<file path="src/rtl/jk_input_conditioner.sv">
// Synchronizes and debounces two raw switch inputs into a registered {J,K} code for a JK flip-flop.
// Define JK_PULSE_MODE_EN for press-to-pulse output aligned to divider ticks; default is level mode.
module jk_input_conditioner #(
  parameter int unsigned DIV_WIDTH = 24,
  parameter int unsigned DEB_COUNT = 250000
) (
  input  logic       clk,
  input  logic       rst,
  input  logic       j_raw,
  input  logic       k_raw,
  output logic [1:0] jk,
  output logic       jk_chg,
  output logic       tick,
  output logic       dclk
);

  localparam int unsigned CntW = $clog2(DEB_COUNT + 1);
  localparam logic [CntW-1:0] CntMax = CntW'(DEB_COUNT - 1);

  logic [1:0]           raw;
  logic [1:0]           sync1_q, sync2_q;
  logic [1:0]           stable_q, stable_d;
  logic [CntW-1:0]      cnt_q [2];
  logic [CntW-1:0]      cnt_d [2];
  logic [DIV_WIDTH-1:0] div_q;
  logic                 tick_d, tick_q;
  logic [1:0]           jk_q, jk_d;
  logic                 jk_chg_q;

  assign raw = {j_raw, k_raw};

  // Index 1 is J, index 0 is K; the two paths share no state.
  always_comb begin
    for (int i = 0; i < 2; i++) begin
      stable_d[i] = stable_q[i];
      cnt_d[i]    = '0;
      if (sync2_q[i] != stable_q[i]) begin
        if (cnt_q[i] == CntMax) begin
          stable_d[i] = sync2_q[i];
        end else begin
          cnt_d[i] = cnt_q[i] + 1'b1;
        end
      end
    end
  end

  assign tick_d = &div_q;

`ifdef JK_PULSE_MODE_EN
  logic [1:0] pend_q, pend_d, rise;

  // Rises accepted on the tick edge itself go straight to jk rather than waiting a period.
  always_comb begin
    rise   = stable_d & ~stable_q;
    pend_d = pend_q | rise;
    jk_d   = jk_q;
    if (tick_d) begin
      jk_d   = pend_q | rise;
      pend_d = '0;
    end
  end

  always_ff @(posedge clk) begin
    if (!rst) begin
      pend_q <= '0;
    end else begin
      pend_q <= pend_d;
    end
  end
`else
  always_comb begin
    jk_d = stable_q;
  end
`endif

  always_ff @(posedge clk) begin
    if (!rst) begin
      sync1_q  <= '0;
      sync2_q  <= '0;
      stable_q <= '0;
      cnt_q[0] <= '0;
      cnt_q[1] <= '0;
      div_q    <= '0;
      tick_q   <= 1'b0;
      jk_q     <= '0;
      jk_chg_q <= 1'b0;
    end else begin
      sync1_q  <= raw;
      sync2_q  <= sync1_q;
      stable_q <= stable_d;
      cnt_q[0] <= cnt_d[0];
      cnt_q[1] <= cnt_d[1];
      div_q    <= div_q + 1'b1;
      tick_q   <= tick_d;
      jk_q     <= jk_d;
      jk_chg_q <= (jk_d != jk_q);
    end
  end

  assign jk     = jk_q;
  assign jk_chg = jk_chg_q;
  assign tick   = tick_q;
  assign dclk   = div_q[DIV_WIDTH-1];

endmodule

</file>
<file path="config.mk">
export PLATFORM = sky130hd
export DESIGN_NAME = jk_input_conditioner
export DESIGN_NICKNAME = d
export VERILOG_FILES = /design/src/rtl/jk_input_conditioner.sv
export SDC_FILE = /design/constraint.sdc
export NUM_CORES = 1
export LEC_CHECK = 0
export CORE_MARGIN = 1
export CORE_UTILIZATION = 50
export CTS_CLUSTER_SIZE = 24
export DETAILED_ROUTE_END_ITERATION = 6
export PLACE_DENSITY_LB_ADDON = 0.12
export SLEW_MARGIN = 10
export SYNTH_ARGS = -nofsm -noshare
export SYNTH_HDL_FRONTEND = slang
export SYNTH_SLANG_ARGS = --single-unit
export TNS_END_PERCENT = 30
</file>
<file path="constraint.sdc">
create_clock -name clk -period 4.4 [get_ports clk]
set_clock_uncertainty 0.15 [all_clocks]
set_input_delay 0.66 -clock clk [delete_from_list [all_inputs] [get_ports clk]]
set_output_delay 0.66 -clock clk [all_outputs]
set_load 0.005 [all_outputs]
</file>
After elaboration in Yosys (flattened, before gate mapping)
Memory sizes are Yosys's and may differ from the RTL's.
Index checks and enable logic that the tools add are counted.
{"block": "op_classes", "add_sub_neg": 3, "n_eq_ne": 5, "muxes": 8, "n_bitwise": 2, "reduce_logical": 3}
{"op": "$mux 18", "count": 6}
{"op": "$add 18x1->18 const B", "count": 2}
{"op": "$eq 18x18->1 const B", "count": 2}
{"op": "$add 24x1->24 const B", "count": 1}
{"op": "$reduce_and 24->1", "count": 1}
{"op": "$reduce_and 2->1", "count": 2}
{"op": "$mux 1", "count": 2}
{"op": "$ne 1x1->1", "count": 2}
{"op": "$ne 2x2->1", "count": 1}
{"op": "$or 1x1->1", "count": 2}
{"block": "word_totals", "ff_bits": 34, "ram_bits": 36, "inputBits": 4, "output_inout_bits": 5, "word_cells": 30, "mem_count": 1}
{"name": "cnt_q", "depth": 2, "word_bits": 18, "rd": 2, "rd_ports_with_merged_regs": 0, "write_ports": 2, "line": "23", "rtl": "logic [CntW-1:0] cnt_q [2];"}

Depth between registers and ports, before layout
{"block": "depth", "ltp_word": 4, "depth_mapped": 6, "ltp_nobuf": 5}

Worst setup path after synthesis
OpenSTA, ideal clock, no wires.
{"block": "synth_timing", "path_type": "register -> register", "start": "mem cnt_q[0][9] (netlist name)", "end": "mem cnt_q[0][10] (netlist name)", "setup_ps": 118, "t_arrival_ps": 1818, "required_time_ps": 4132, "path_slack_ps": 2315, "path_stages_with_launch": 7, "path_buffers": 2, "synth_period_minus_slack_ps": 2085, "cell_sequence": "dfxtp_1 clkbuf_1 nor4b_1 nand2_1 o41ai_2 buf_2 nor2_1"}
{"item": "from (decl)", "line": "23"}

Final worst setup path
{"block": "layout_timing", "start": "reg div_q[2]", "end": "reg div_q[23]"}
{"block": "layout_between", "elab_chain_len": 1}
{"item": "from (decl)", "line": "25", "rtl": "logic [DIV_WIDTH-1:0] div_q;"}
{"item": "from (signal assigned)", "line": "93", "rtl": "div_q <= div_q + 1'b1;"}
{"item": "$add 24x1->24", "line": "93"}
Every way passes these cells.
A chain may end at the register's enable or synchronous reset.

==> results_dict.tcl <==
set metrics [dict create \
    run_status "complete, no violations" \
    post-cts-setup-buffer-count 0 \
    path_buf_inv 0 \
    cp_max_fo 16 \
    fmax_mhz 427 \
    syn_avg_cell_area_um2 8.91 \
    ant_nets 0 \
    tightest_slew_ns 0.446 \
    rsz0062_at_grt "false" \
    core_um2 5890 \
    n_fill_cell 521 \
    dpl.hpwl_mm 3.56 \
    drive_above_1_share 0.0650 \
    yosys.area.top_type "dfxtp_1" \
    grt_pass1_wl_mm 9.52 \
    syn_area_um2 3040 \
    grt_overflow 0 \
    setup_tns_ns 0 \
    firstDrtPassIters 4 \
    grt_pass1_vias 2111 \
    initial_core_util 0.516 \
    yosysMostFrequentCell "dfxtp_1" \
    crit_family "simple AND/OR/NAND/NOR gates" \
    wire_per_inst_um 12.8 \
    peakVddDrop_mv 0.219 \
    synth_cell_types 32 \
    cts_resized 0 \
    place.gp.congestion 0.759 \
    ys_ff_latch 70 \
    cp-end-kind "flop" \
    via_per_inst 5.52 \
    hold_viol_final 0 \
    setup_viol 0 \
    hp-class "flop to flop" \
    hold_ws_ns 0.291 \
    synth_top_area_share 0.461 \
    async_flop_share 0 \
    clock_path_buffers 2 \
    dieArea_um2 6390 \
    power_uw 1320 \
    yosysSeqAreaShare 0.461 \
    layoutNonFillerInstCount 429 \
    crit_chain "nand4_4 -> or4_1 -> or4_1 -> a21oi_1" \
    finalCritPeriodShare 0.533 \
    grt_max_degree 26 \
    portBuffers 8 \
    cts_tree "yes" \
    r2r_cells 4 \
    crit_arrival_ns 2.46 \
    drt_wl_total_mm 5.51 \
    htree_levels 3 \
    worstHoldPathCells 1 \
    p_per_area_nw_per_um2 383 \
    min_period_ns 2.34 \
    relSlewSlack 0.702 \
    cpMostUsedCell "or4_1" \
    area_growth_pct 13.0 \
    cts_root_buf "clkbuf_8" \
    cts-buffers-inserted 9 \
    num_vias 2367 \
    final_nets 357 \
    clock_sinks 70 \
    synth_edf_count 0 \
    ys.flop_type "dfxtp_1" \
    fp.dieH_um 79.9 \
    n_antenna_cell 0 \
    crit_slowest_cell "or4_1" \
    drc 0 \
    drt-initial-drc-count 86 \
    seqCellArea_um2 1400 \
    grt_usage 0.192 \
    dp.cells 414 \
    crit_cells 4 \
    critPathRequiredTime_ns 4.52 \
    maxCapViolations 0 \
    worstSetupStartpointType "flop" \
    multiInputGateArea_um2 1550 \
    p_leak_uw 0.00106 \
    synth_cells 341 \
    yosys_warnings 0 \
    antenna_found_initial 0 \
    syn-num-nets 348 \
    rows 28 \
    crit_path_max_incr_delay_ns 0.77 \
    maxSlewViolCount 0 \
    synth.area.top_cells "dfxtp_1 46%, xnor2_1 7.2%, nor2_1 6.3%, xor2_1 5.5%, nand4_1 3.7%" \
    io_pins 9 \
    clk_latency_ns 0.34 \
    postCtsHoldBufs 0 \
    cts.clk_slew.worst_paths_ns 0.07 \
    ys_top_cells_by_count "70 x dfxtp_1, 51 x nor2_1, 26 x nand2_1" \
    die_x_um 79.9 \
    criticalPathCategory "flop to flop" \
]
[cells in the final DEF (no fill, tap or decap), drive strengths merged, types with 4 or more instances in the layout]
cell type,instances
nor2,51
inv,10
nor4,13
or4,8
o31ai,7
clkbuf,12
xor2,19
a21oi,14
nand4,19
dfxtp,70
or3,4
o41ai,5
nand2,26
xnor2,25
and2,7
nor3,7
clkdlybuf4s50,8
and4,6
nand3,18
[kinds of logic (layout without fill, tap and decap cells)]
group	count (synthesis)	in the layout	share of synthesized area
AOI/OAI and AO/OA	29	29	0.0647
xor gates and xnor gates	44	44	0.127
and+or+nand+nor	170	170	0.297
adders and majority gates	3	3	0.0124
buffers and inverters	22	35	0.0284
DFF	70	70	0.461
muxes	3	3	0.00989
[flip-flops by register name, indices dropped and copies added, names as in the netlist]
name and flops:
jk 2, sync2_q 2, sync1_q 2, tick 1, jk_d 2, cnt_q 36
jk_chg 1, div_q 24
[per-layer routing]
layer	global-route usage	vias up	share of wire
li1	-	1230	-
met1	0.247	1102	0.52
met2	0.303	25	0.44
met3	0.0423	10	0.025
met4	0.0964	0	0.020
met5	0	-	0
[where the power goes]
| part | switching (uW) | total, uW | internal [uW] |
|---|---|---|---|
| combinational | 12.1 | 19.9 | 7.76 |
| clock | 234 | 654 | 420 |
| sequential | 3.73 | 641 | 638 |
[cell type report]
type	instances	share of cell area
clock buffer	12	0.0481
clock inverter	3	0.0262
inverter	10	0.0109
multi-input combinational	249	0.452
sequential	70	0.408
tap	75	0.0273
timing repair buffer	10	0.0277
[worst paths after layout]
| check | end | slack (ns) | start |
|---|---|---|---|
| setup / recovery | div_q[23] | 2.06 | div_q[2] |
| hold / removal | sync2_q[0] | 0.29 | sync1_q[0] |
| setup reg to reg | div_q[23] | 2.06 | div_q[2] |
| hold reg to reg | sync2_q[0] | 0.29 | sync1_q[0] |
[per-stage QoR]
stage	setup WS (ns)	area, um2	utilization
global placement	1.88	3180	0.540
global route	1.89	3430	0.583
floorplan	2.31	3040	-
finish	2.06	3430	0.583
detailed placement	1.82	3180	0.540
CTS	2.05	3430	0.583
Power figures use the tool's default switching activity.
